### src/rtl/ps2_text_term_ctrl.sv
// Text-terminal controller: buffers PS/2 ASCII bytes, tracks a cursor and writes glyphs into a
// circular COLS x ROWS character RAM, clearing the whole screen on reset and each newly exposed row.
module ps2_text_term_ctrl #(
    parameter int COLS       = 70,
    parameter int ROWS       = 30,
    parameter int FIFO_DEPTH = 4,
    parameter int TAB_W      = 4,
    localparam int ADDR_W    = $clog2(COLS*ROWS),
    localparam int CW        = $clog2(COLS),
    localparam int RW        = $clog2(ROWS)
) (
    input  logic              clk,
    input  logic              rst,
    input  logic [7:0]        in_ascii,
    input  logic              in_valid,
    output logic              wr_en,
    output logic [ADDR_W-1:0] wr_addr,
    output logic [7:0]        wr_data,
    output logic [CW-1:0]     cur_col,
    output logic [RW-1:0]     cur_row,
    output logic [RW-1:0]     top_row,
    output logic              busy,
    output logic              overflow
);
    localparam int PW = $clog2(FIFO_DEPTH);
    localparam logic [ADDR_W-1:0] CELL_LAST = ADDR_W'(COLS*ROWS-1);
    localparam logic [ADDR_W-1:0] COLS_A    = ADDR_W'(COLS);
    localparam logic [CW-1:0]     COL_LAST  = CW'(COLS-1);
    localparam logic [RW-1:0]     ROW_LAST  = RW'(ROWS-1);
    localparam logic [RW:0]       ROWS_E    = (RW+1)'(ROWS);
    localparam logic [CW:0]       COLS_E    = (CW+1)'(COLS);
    localparam logic [CW:0]       TAB_E     = (CW+1)'(TAB_W);
    localparam logic [7:0]        SPACE     = 8'h20;

    typedef enum logic [1:0] {IDLE, CLR_ALL, CLR_ROW} state_t;

    state_t            state, state_n;
    logic [7:0]        fifo_mem [FIFO_DEPTH];
    logic [PW:0]       wr_ptr, rd_ptr;
    logic              empty, full, push, pop;
    logic [7:0]        head;
    logic [ADDR_W-1:0] clr_addr, clr_addr_n, wr_addr_n, row_addr, prev_row_addr;
    logic [CW-1:0]     clr_col, clr_col_n, col_n;
    logic [RW-1:0]     row_n, top_n, phys, phys_prev;
    logic [RW:0]       psum;
    logic [CW:0]       tab_nxt;
    logic [7:0]        wr_data_n;
    logic              wr_en_n, do_nl;

    // Byte FIFO: pointers carry one extra wrap bit to tell full from empty.
    assign empty = (wr_ptr == rd_ptr);
    assign full  = (wr_ptr[PW] != rd_ptr[PW]) && (wr_ptr[PW-1:0] == rd_ptr[PW-1:0]);
    assign push  = in_valid && !full;
    assign head  = fifo_mem[rd_ptr[PW-1:0]];

    always_ff @(posedge clk) begin
        if (push) fifo_mem[wr_ptr[PW-1:0]] <= in_ascii;
    end

    // Physical RAM row of the cursor and of the row above it, with wrap.
    assign psum          = {1'b0, top_row} + {1'b0, cur_row};
    assign phys          = (psum >= ROWS_E) ? RW'(psum - ROWS_E) : RW'(psum);
    assign phys_prev     = (phys == '0) ? ROW_LAST : phys - RW'(1);
    assign row_addr      = ADDR_W'(phys) * COLS_A;
    assign prev_row_addr = ADDR_W'(phys_prev) * COLS_A;
    assign tab_nxt       = {1'b0, cur_col} + TAB_E - ({1'b0, cur_col} % TAB_E);

    always_comb begin
        state_n    = state;
        col_n      = cur_col;
        row_n      = cur_row;
        top_n      = top_row;
        wr_en_n    = 1'b0;
        wr_addr_n  = wr_addr;
        wr_data_n  = wr_data;
        clr_addr_n = clr_addr;
        clr_col_n  = clr_col;
        pop        = 1'b0;
        do_nl      = 1'b0;
        case (state)
            CLR_ALL: begin
                wr_en_n    = 1'b1;
                wr_addr_n  = clr_addr;
                wr_data_n  = SPACE;
                clr_addr_n = clr_addr + ADDR_W'(1);
                if (clr_addr == CELL_LAST) state_n = IDLE;
            end
            CLR_ROW: begin
                wr_en_n    = 1'b1;
                wr_addr_n  = clr_addr;
                wr_data_n  = SPACE;
                clr_addr_n = clr_addr + ADDR_W'(1);
                clr_col_n  = clr_col + CW'(1);
                if (clr_col == COL_LAST) state_n = IDLE;
            end
            default: begin
                if (!empty) begin
                    pop = 1'b1;
                    if (head >= 8'h20 && head <= 8'h7E) begin
                        wr_en_n   = 1'b1;
                        wr_addr_n = row_addr + ADDR_W'(cur_col);
                        wr_data_n = head;
                        if (cur_col == COL_LAST) do_nl = 1'b1;
                        else col_n = cur_col + CW'(1);
                    end else if (head == 8'h0D || head == 8'h0A) begin
                        do_nl = 1'b1;
                    end else if (head == 8'h08) begin
                        if (cur_col != '0) begin
                            col_n     = cur_col - CW'(1);
                            wr_en_n   = 1'b1;
                            wr_addr_n = row_addr + ADDR_W'(cur_col - CW'(1));
                            wr_data_n = SPACE;
                        end else if (cur_row != '0) begin
                            row_n     = cur_row - RW'(1);
                            col_n     = COL_LAST;
                            wr_en_n   = 1'b1;
                            wr_addr_n = prev_row_addr + ADDR_W'(COL_LAST);
                            wr_data_n = SPACE;
                        end
                    end else if (head == 8'h09) begin
                        if (tab_nxt >= COLS_E) do_nl = 1'b1;
                        else col_n = CW'(tab_nxt);
                    end
                end
            end
        endcase
        // Newline at the bottom scrolls: the old top row becomes the new bottom and is cleared.
        if (do_nl) begin
            col_n = '0;
            if (cur_row != ROW_LAST) begin
                row_n = cur_row + RW'(1);
            end else begin
                top_n      = (top_row == ROW_LAST) ? '0 : top_row + RW'(1);
                state_n    = CLR_ROW;
                clr_addr_n = ADDR_W'(top_row) * COLS_A;
                clr_col_n  = '0;
            end
        end
    end

    always_ff @(posedge clk) begin
        if (rst) begin
            state    <= CLR_ALL;
            wr_ptr   <= '0;
            rd_ptr   <= '0;
            overflow <= 1'b0;
            wr_en    <= 1'b0;
            wr_addr  <= '0;
            wr_data  <= '0;
            cur_col  <= '0;
            cur_row  <= '0;
            top_row  <= '0;
            clr_addr <= '0;
            clr_col  <= '0;
            busy     <= 1'b1;
        end else begin
            state    <= state_n;
            if (push) wr_ptr <= wr_ptr + (PW+1)'(1);
            if (pop)  rd_ptr <= rd_ptr + (PW+1)'(1);
            overflow <= overflow | (in_valid & full);
            wr_en    <= wr_en_n;
            wr_addr  <= wr_addr_n;
            wr_data  <= wr_data_n;
            cur_col  <= col_n;
            cur_row  <= row_n;
            top_row  <= top_n;
            clr_addr <= clr_addr_n;
            clr_col  <= clr_col_n;
            // Lags the state by a cycle so it stays high through the final clear write.
            busy     <= (state != IDLE);
        end
    end
endmodule

### config.mk
export PLATFORM = sky130hd
export DESIGN_NAME = ps2_text_term_ctrl
export DESIGN_NICKNAME = d
export VERILOG_FILES = /design/src/rtl/ps2_text_term_ctrl.sv
export SDC_FILE = /design/constraint.sdc
export NUM_CORES = 1
export LEC_CHECK = 0
export ABC_AREA = 1
export CAP_MARGIN = 20
export CORE_MARGIN = 2
export CORE_UTILIZATION = 67
export CTS_BUF_LIST = sky130_fd_sc_hd__clkbuf_8
export DETAILED_ROUTE_END_ITERATION = 7
export MAX_ROUTING_LAYER = met4
export PLACE_DENSITY = 0.93
export SYNTH_ARGS = -nofsm -noshare
export SYNTH_HDL_FRONTEND = slang
export SYNTH_SLANG_ARGS = --single-unit
### constraint.sdc
create_clock -name clk -period 8.7 [get_ports clk]
set_input_delay 2.61 -clock clk [delete_from_list [all_inputs] [get_ports clk]]
set_output_delay 2.61 -clock clk [all_outputs]
set_load 0.01 [all_outputs]
==> metrics.txt, run 1 <==
Num CTS Buffers 9; initial antenna violation count 0; vias per cell around 5.8; wire length of the first global-routing pass roughly 31000 µm; antenna diode instance count 0; Worst path top cell family by delay adder cells; share of the cycle needed by the critical path after routing 62.4%; overall die area around 13000 µm²; Cells after DPL 1190; endpoints failing hold 0; static leakage approximately 4 nW; sequential cell area fraction in the yosys report about 30%; Hold Crit Class flop to flop; share of total power in combinational logic 22.7%; Ports 51; die extent in y 112 µm; DR DRC count 0; clock root buffer master sky130_fd_sc_hd__clkbuf_8; Arrival @ worst endpoint 5710 ps; sequential power share approximately 50%; number of buffers added on ports 50; top library cells by usage in the layout, fill and taps aside 188 x sky130_fd_sc_hd__nand2_1, 129 x sky130_fd_sc_hd__inv_1, 96 x sky130_fd_sc_hd__ha_1, 93 x sky130_fd_sc_hd__nor2_1, 69 x sky130_fd_sc_hd__dfxtp_1; most frequent standard cell in the layout excluding fill and tap cells sky130_fd_sc_hd__nand2_1; Die X approximately 110 µm; min Tclk post-route 5430 ps; number of flops mapped to enable cells by yosys 32; startpoint of the worst setup timing path cur_row[0]; clock network power share 28.4%; CP max stage delay 570 ps; Net count, final 1171; cts repair resizes 0; share of layout cells above drive strength 1 7.62%; Final setup viols 0; Total Routed Length approximately 19000 µm; Post-CTS Setup Repair Bufs 0; Synth Instances 1016; most common flop cell mapped by yosys sky130_fd_sc_hd__dfxtp_1; setup TNS 0 ps; count of unique library cells instantiated by Yosys 66; slew of the pin with the lowest slew margin 832 ps; standard cell core area 11400 µm²; via count 7016; clk slew on worst S/H paths approximately 110 ps; kind of end point of the critical path flop; post-synth net total between 1k and 1.5k; Worst path depth 28; count of standard-cell rows 39; antenna viol nets, final 0; worst skew pair latency 400 ps; clock tree from TritonCTS built; Final HPWL DP 14500 µm; pwr/cell area 123 nW/µm²; relative max-transition margin 44.3%; required time reported for the critical path endpoint 8970 ps; internal power approximately 0.70 mW; peak clock frequency supported by timing 184 MHz; via count of the first global-routing pass 6857; maximum clock skew at final layout 19.8 ps; endpoint of the worst-slack reg-to-reg timing path wr_addr[11]; Setup crit end wr_addr[11]; GRT Util Overall a little under a third; Yosys reg bits just over 100; Pre-antenna DRT Iters 7; slack of the worst reg-to-reg path 3270 ps; maximum clock path buffer count 2; Max IR drop VDD 0.000149 V; DRT iter0 DRCs 422; startpoint type of the worst setup path flop; count of clock tree sinks 101; final weighted congestion in routability-driven placement ~0.95; Buffers & Inverters on Critical Path 4; Slew Limit Fails 0; leftover overflow at the end of global routing 0; number of cells in the finished layout apart from fillers 1206; hold-fix buffers at CTS 0; synthesized area divided by synthesized cell count 7.71 µm²; net load switching power 0.363 mW; cell type of the slowest stage on the worst timing path sky130_fd_sc_hd__fa_1; Syn Std Cell Area 7830 µm²; cell depth of the worst flop-to-flop path 28; CP Max Fanout 8; Layout area overhead 9.68%; unrepaired setup endpoints after global routing false; RR Startpoint cur_row[0]; class of the most critical setup path flop to flop; switching part of the total 34.3%; Synthesis Warnings 0; maximum level of the CTS H-tree 3; share of synthesized flip-flops with an asynchronous set or reset 0%; number of maximum-capacitance violations 0; status complete, no violations; per-cell routed wire length roughly 16 µm; maximum number of pins on one net before global-route repair 30; initial cell density of the core between 60 and 70%; hold path start wr_data[7]
-- layout make-up --
class                           instances  area (µm²)
Sequential cell                       101        2340
Tap cell                              143         179
Fill cell                             864        2830
Inverter                              146         557
Timing Repair Buffer                   52         515
Clock inverter                          7        72.6
Multi-Input combinational cell        748        4800
Clock buffer                            9         124
-- registers in the layout, summed over array words and instances (netlist names), named ones only --
register / cells
fifo_mem: 32
clr_addr: 12
wr_addr: 12
wr_data: 8
clr_col: 7
cur_col: 7
cur_row: 5
top_row: 5
rd_ptr: 3
wr_ptr: 3
state: 2
busy: 1
overflow: 1
wr_en: 1
-- cells in the mapped netlist (all sizes together) (9+ instances only) --
cell type  instances  area (µm²)
nand2            202         808
inv              143         544
nor2             101         433
ha                96        1200
dfxtp             69        1380
a21oi             68         348
nand3             60         338
o21ai             55         283
xor2              36         338
edfxtp            32         961
nand4             16         100
xnor2             14         123
buf               13         103
nor3              13        70.1
a31oi             10        62.6
or2                9        56.3
-- power by group through the flow --
stage / Clock, mW / Combinational [mW] / Sequential [mW]
after floorplan: 0 / 0.173 / 0.526
after global placement: 0 / 0.225 / 0.528
after detailed placement: 0 / 0.232 / 0.529
after CTS: 0.300 / 0.234 / 0.518
after global routing: 0.321 / 0.262 / 0.520
final: 0.301 / 0.240 / 0.519
-- cells by family after synthesis --
group / count (synthesis) / synth area share [%]
XOR/XNOR: 50 / 5.88
adder cells (fa/ha/maj): 102 / 16.9
AO/OA/AOI/OAI: 185 / 14.6
buffers and inverters: 167 / 8.80
AND/OR/NAND/NOR: 411 / 23.9
flip-flops: 101 / 29.9
-- layer usage --
layer  vias up  global-route usage (%)  part of all wire (%)
met4         0                    11.1                   2.5
met2       256                    54.0                    51
met1      3219                    36.9                    41
met5         -                       -                     0
met3        44                    5.35                   6.3
li1       3497                       -                     -
-- worst reg2reg max path, delay by kind of cell (launching register included) --
kind | cells | cell delay [ps]
fa+ha+maj | 6 | 2190
simple gates | 13 | 1550
compound gates | 5 | 880
flops | 1 | 390
buf+inv | 4 | 310
-- per-stage QoR --
step / utilization, % / power (mW) / setup WS, ps / area, µm² / hold WS [ps]
after floorplan: - / 0.698 / 3820 / 7830 / 442
after global placement: 73.5 / 0.753 / 3560 / 8390 / 427
after detailed placement: 73.5 / 0.761 / 3310 / 8390 / 441
after CTS: 75.2 / 1.05 / 3280 / 8590 / 459
after global routing: 75.2 / 1.10 / 2760 / 8590 / 486
final: 75.2 / 1.06 / 3270 / 8590 / 457
-- how the worst min path moves through the flow --
stage               depth (start not counted)    endpoint  slack (ps)
global route                                2    overflow         490
finish                                      2  wr_data[7]         460
detailed placement                          2  wr_data[7]         440
CTS                                         2  wr_data[7]         460
floorplan                                   1   wr_ptr[2]         440
global placement                            2  wr_data[7]         430
Note: power is estimated with default switching activity, not from simulation.
==> run 2: changes to the inputs <==
--- a/config.mk
+++ b/config.mk
@@ -8,11 +8,11 @@
 export ABC_AREA = 1
 export CAP_MARGIN = 20
 export CORE_MARGIN = 2
-export CORE_UTILIZATION = 67
+export CORE_UTILIZATION = 62
 export CTS_BUF_LIST = sky130_fd_sc_hd__clkbuf_8
 export DETAILED_ROUTE_END_ITERATION = 7
 export MAX_ROUTING_LAYER = met4
-export PLACE_DENSITY = 0.93
+export PLACE_DENSITY = 0.87
 export SYNTH_ARGS = -nofsm -noshare
 export SYNTH_HDL_FRONTEND = slang
 export SYNTH_SLANG_ARGS = --single-unit
==> constraint.sdc (replaced) <==
create_clock -name clk -period 5.15 [get_ports clk]
set_input_delay 1.545 -clock clk [delete_from_list [all_inputs] [get_ports clk]]
set_output_delay 1.545 -clock clk [all_outputs]
set_load 0.01 [all_outputs]
==> metrics.txt, run 2 (synthesis gave the netlist of run 1 again) <==
antenna diode instance count 0 (unchanged); startpoint type of the worst setup path flop; clock tree from TritonCTS built; required time reported for the critical path endpoint 5420 ps (-3550 ps); Final Worst Setup Slack 255 ps (-3010 ps); hold-fix buffers at CTS 0 (unchanged); cell type of the slowest stage on the worst timing path sky130_fd_sc_hd__fa_2; maximum clock path buffer count 2 (unchanged); Num CTS Buffers 9 (unchanged); Arrival @ worst endpoint 5170 ps (-540 ps); CP max stage delay 600 ps (+30 ps); clk slew on worst S/H paths 120 ps (about the same); count of standard-cell rows 41 (+5.1%); antenna viol nets, final 0 (unchanged); overall die area 13500 µm² (+7.8%); endpoints failing hold 0 (unchanged); final weighted congestion in routability-driven placement 0.946 (-0.30%); Ports 51 (unchanged); Die X 116 µm (+3.8%); Final setup viols 0 (unchanged); share of total power in combinational logic 22.9% (+0.2 points); GRT Util Overall 29.3% (-2.0 points); slew of the pin with the lowest slew margin 851 ps (+19.7 ps); clock root buffer master sky130_fd_sc_hd__clkbuf_8; relative max-transition margin 43.0% (-1.3 points); Total Routed Length 19100 µm (+0.79%); top library cells by usage in the layout, fill and taps aside 182 x sky130_fd_sc_hd__nand2_1, 126 x sky130_fd_sc_hd__inv_1, 93 x sky130_fd_sc_hd__nor2_1, 83 x sky130_fd_sc_hd__ha_1, 67 x sky130_fd_sc_hd__dfxtp_1; sequential power share 48.8% (about the same); number of buffers added on ports 50 (unchanged); maximum level of the CTS H-tree 3 (unchanged); switching part of the total 34.3% (about the same); min Tclk post-route 4900 ps (-537 ps); Design Power 1.80 mW (+70%); Hold Crit Class flop to flop; most frequent standard cell in the layout excluding fill and tap cells sky130_fd_sc_hd__nand2_1; maximum clock skew at final layout 22.4 ps (+2.63 ps); DRT iter0 DRCs 532 (+26%); class of the most critical setup path flop to flop; pwr/cell area 200 nW/µm² (+62%); die extent in y 116 µm (+3.8%); number of maximum-capacitance violations 0 (unchanged); worst skew pair latency 400 ps (about the same); via count 7079 (+0.90%); static leakage 4.11 nW (+2.8%); per-cell routed wire length 15.2 µm (-3.2%); share of the cycle needed by the critical path after routing 95.1% (+33 points); vias per cell 5.64 (-3.1%); wire length of the first global-routing pass 30500 µm (-2.5%); DR DRC count 0 (unchanged); kind of end point of the critical path flop; CP Max Fanout 4 (-4); net load switching power 0.616 mW (+70%); leftover overflow at the end of global routing 0 (unchanged); cell occurring most often along the worst timing path sky130_fd_sc_hd__nand2_1; peak clock frequency supported by timing 204 MHz (+11%); initial antenna violation count 0 (unchanged); post-placement worst setup slack -68.6 ps (-3380 ps); Slew Limit Fails 0 (unchanged); Max IR drop VDD 0.000251 V (+69%); standard cell core area 12500 µm² (+9.2%); clock network power share 28.3% (about the same); Net count, final 1192 (+1.8%); Layout area overhead 15.0%; share of layout cells above drive strength 1 12.5% (+4.9 points); status complete, no violations; initial cell density of the core 62.8% (-5.8 points); via count of the first global-routing pass 6651 (-3.0%); slack of the worst reg-to-reg path 250 ps (-3010 ps); Final HPWL DP 14000 µm (-3.5%); count of clock tree sinks 101 (unchanged); internal power 1.18 mW (+70%); flip-flop count of the largest register after layout 32 (unchanged); Pre-antenna DRT Iters 6 (-1); maximum number of pins on one net before global-route repair 30 (unchanged)
-- run 2: cell types whose count changed in the layout (fill, tap and decap cells not counted), moves of 3 or more --
cell                      delta
sky130_fd_sc_hd__a21oi_1     -3
sky130_fd_sc_hd__a21oi_2     +3
sky130_fd_sc_hd__buf_4      +20
sky130_fd_sc_hd__ha_1       -13
sky130_fd_sc_hd__ha_2        +4
sky130_fd_sc_hd__ha_4        +9
sky130_fd_sc_hd__inv_1       -3
sky130_fd_sc_hd__inv_2       +3
sky130_fd_sc_hd__nand2_1     -6
sky130_fd_sc_hd__nand2_2     +5
sky130_fd_sc_hd__o21ai_0     -4
sky130_fd_sc_hd__o21ai_1     +3
-- run 2: final timing paths --
check,start,depth (start not counted),end
worst max-delay path,cur_row[0],30,wr_addr[10]
worst min register to register,wr_data[7],2,wr_data[7]
worst max register to register,cur_row[0],30,wr_addr[10]
worst min-delay path,wr_data[7],2,wr_data[7]
-- run 2: what timing repair did --
| action | 4_1_cts | 5_1_grt |
|---|---|---|
| setup buffers | 0 | 10 |
| resized for setup | 1 | 47 |
| endpoints found under the hold margin | 0 | 0 |
| pin swaps | 0 | 20 |
| endpoints found under the setup margin | 3 | 5 |
-- run 2: final cells by class --
cell class | count | area, µm²
clock buffers | 9 | 124
multi-input cells | 748 | 5020
repair buffers | 73 | 677
fillers | 976 | 3460
clock inverters | 7 | 70.1
flip-flops and latches | 101 | 2340
well taps | 172 | 215
inverters | 146 | 557
-- run 2: critical path: cells and delay by family (launching register included) --
family          cells  cell delay, ps
fa+ha+maj           5            1770
flops               1             330
simple gates       13            1500
buf+inv             6             490
compound gates      6             710
-- run 2: layer usage --
metal  vias to the layer above  GRT usage, %  wire (µm)
met4                         0          11.7        487
met1                      3305          36.1       8160
met2                       211          49.4       9430
met5                         -             -          0
met3                        40          3.11       1010
li1                       3523             -          -
-- run 2: per-stage QoR --
step	std cells	hold slack [ps]	area [µm²]	utilization [%]	setup TNS (ps)
global placement	1230	429	8510	68.3	0
finish	1256	460	9000	72.2	0
CTS	1246	459	8710	69.8	0
global route	1256	485	9000	72.2	-142
detailed placement	1230	442	8510	68.3	-68.6
floorplan	1016	442	7830	-	0
-- run 2: power by group through the flow --
stage	clock, mW	combinational [mW]	sequential (mW)
floorplan	0	0.292	0.888
global placement	0	0.384	0.893
detailed placement	0	0.395	0.894
CTS	0.508	0.397	0.876
global route	0.538	0.452	0.879
finish	0.508	0.412	0.876
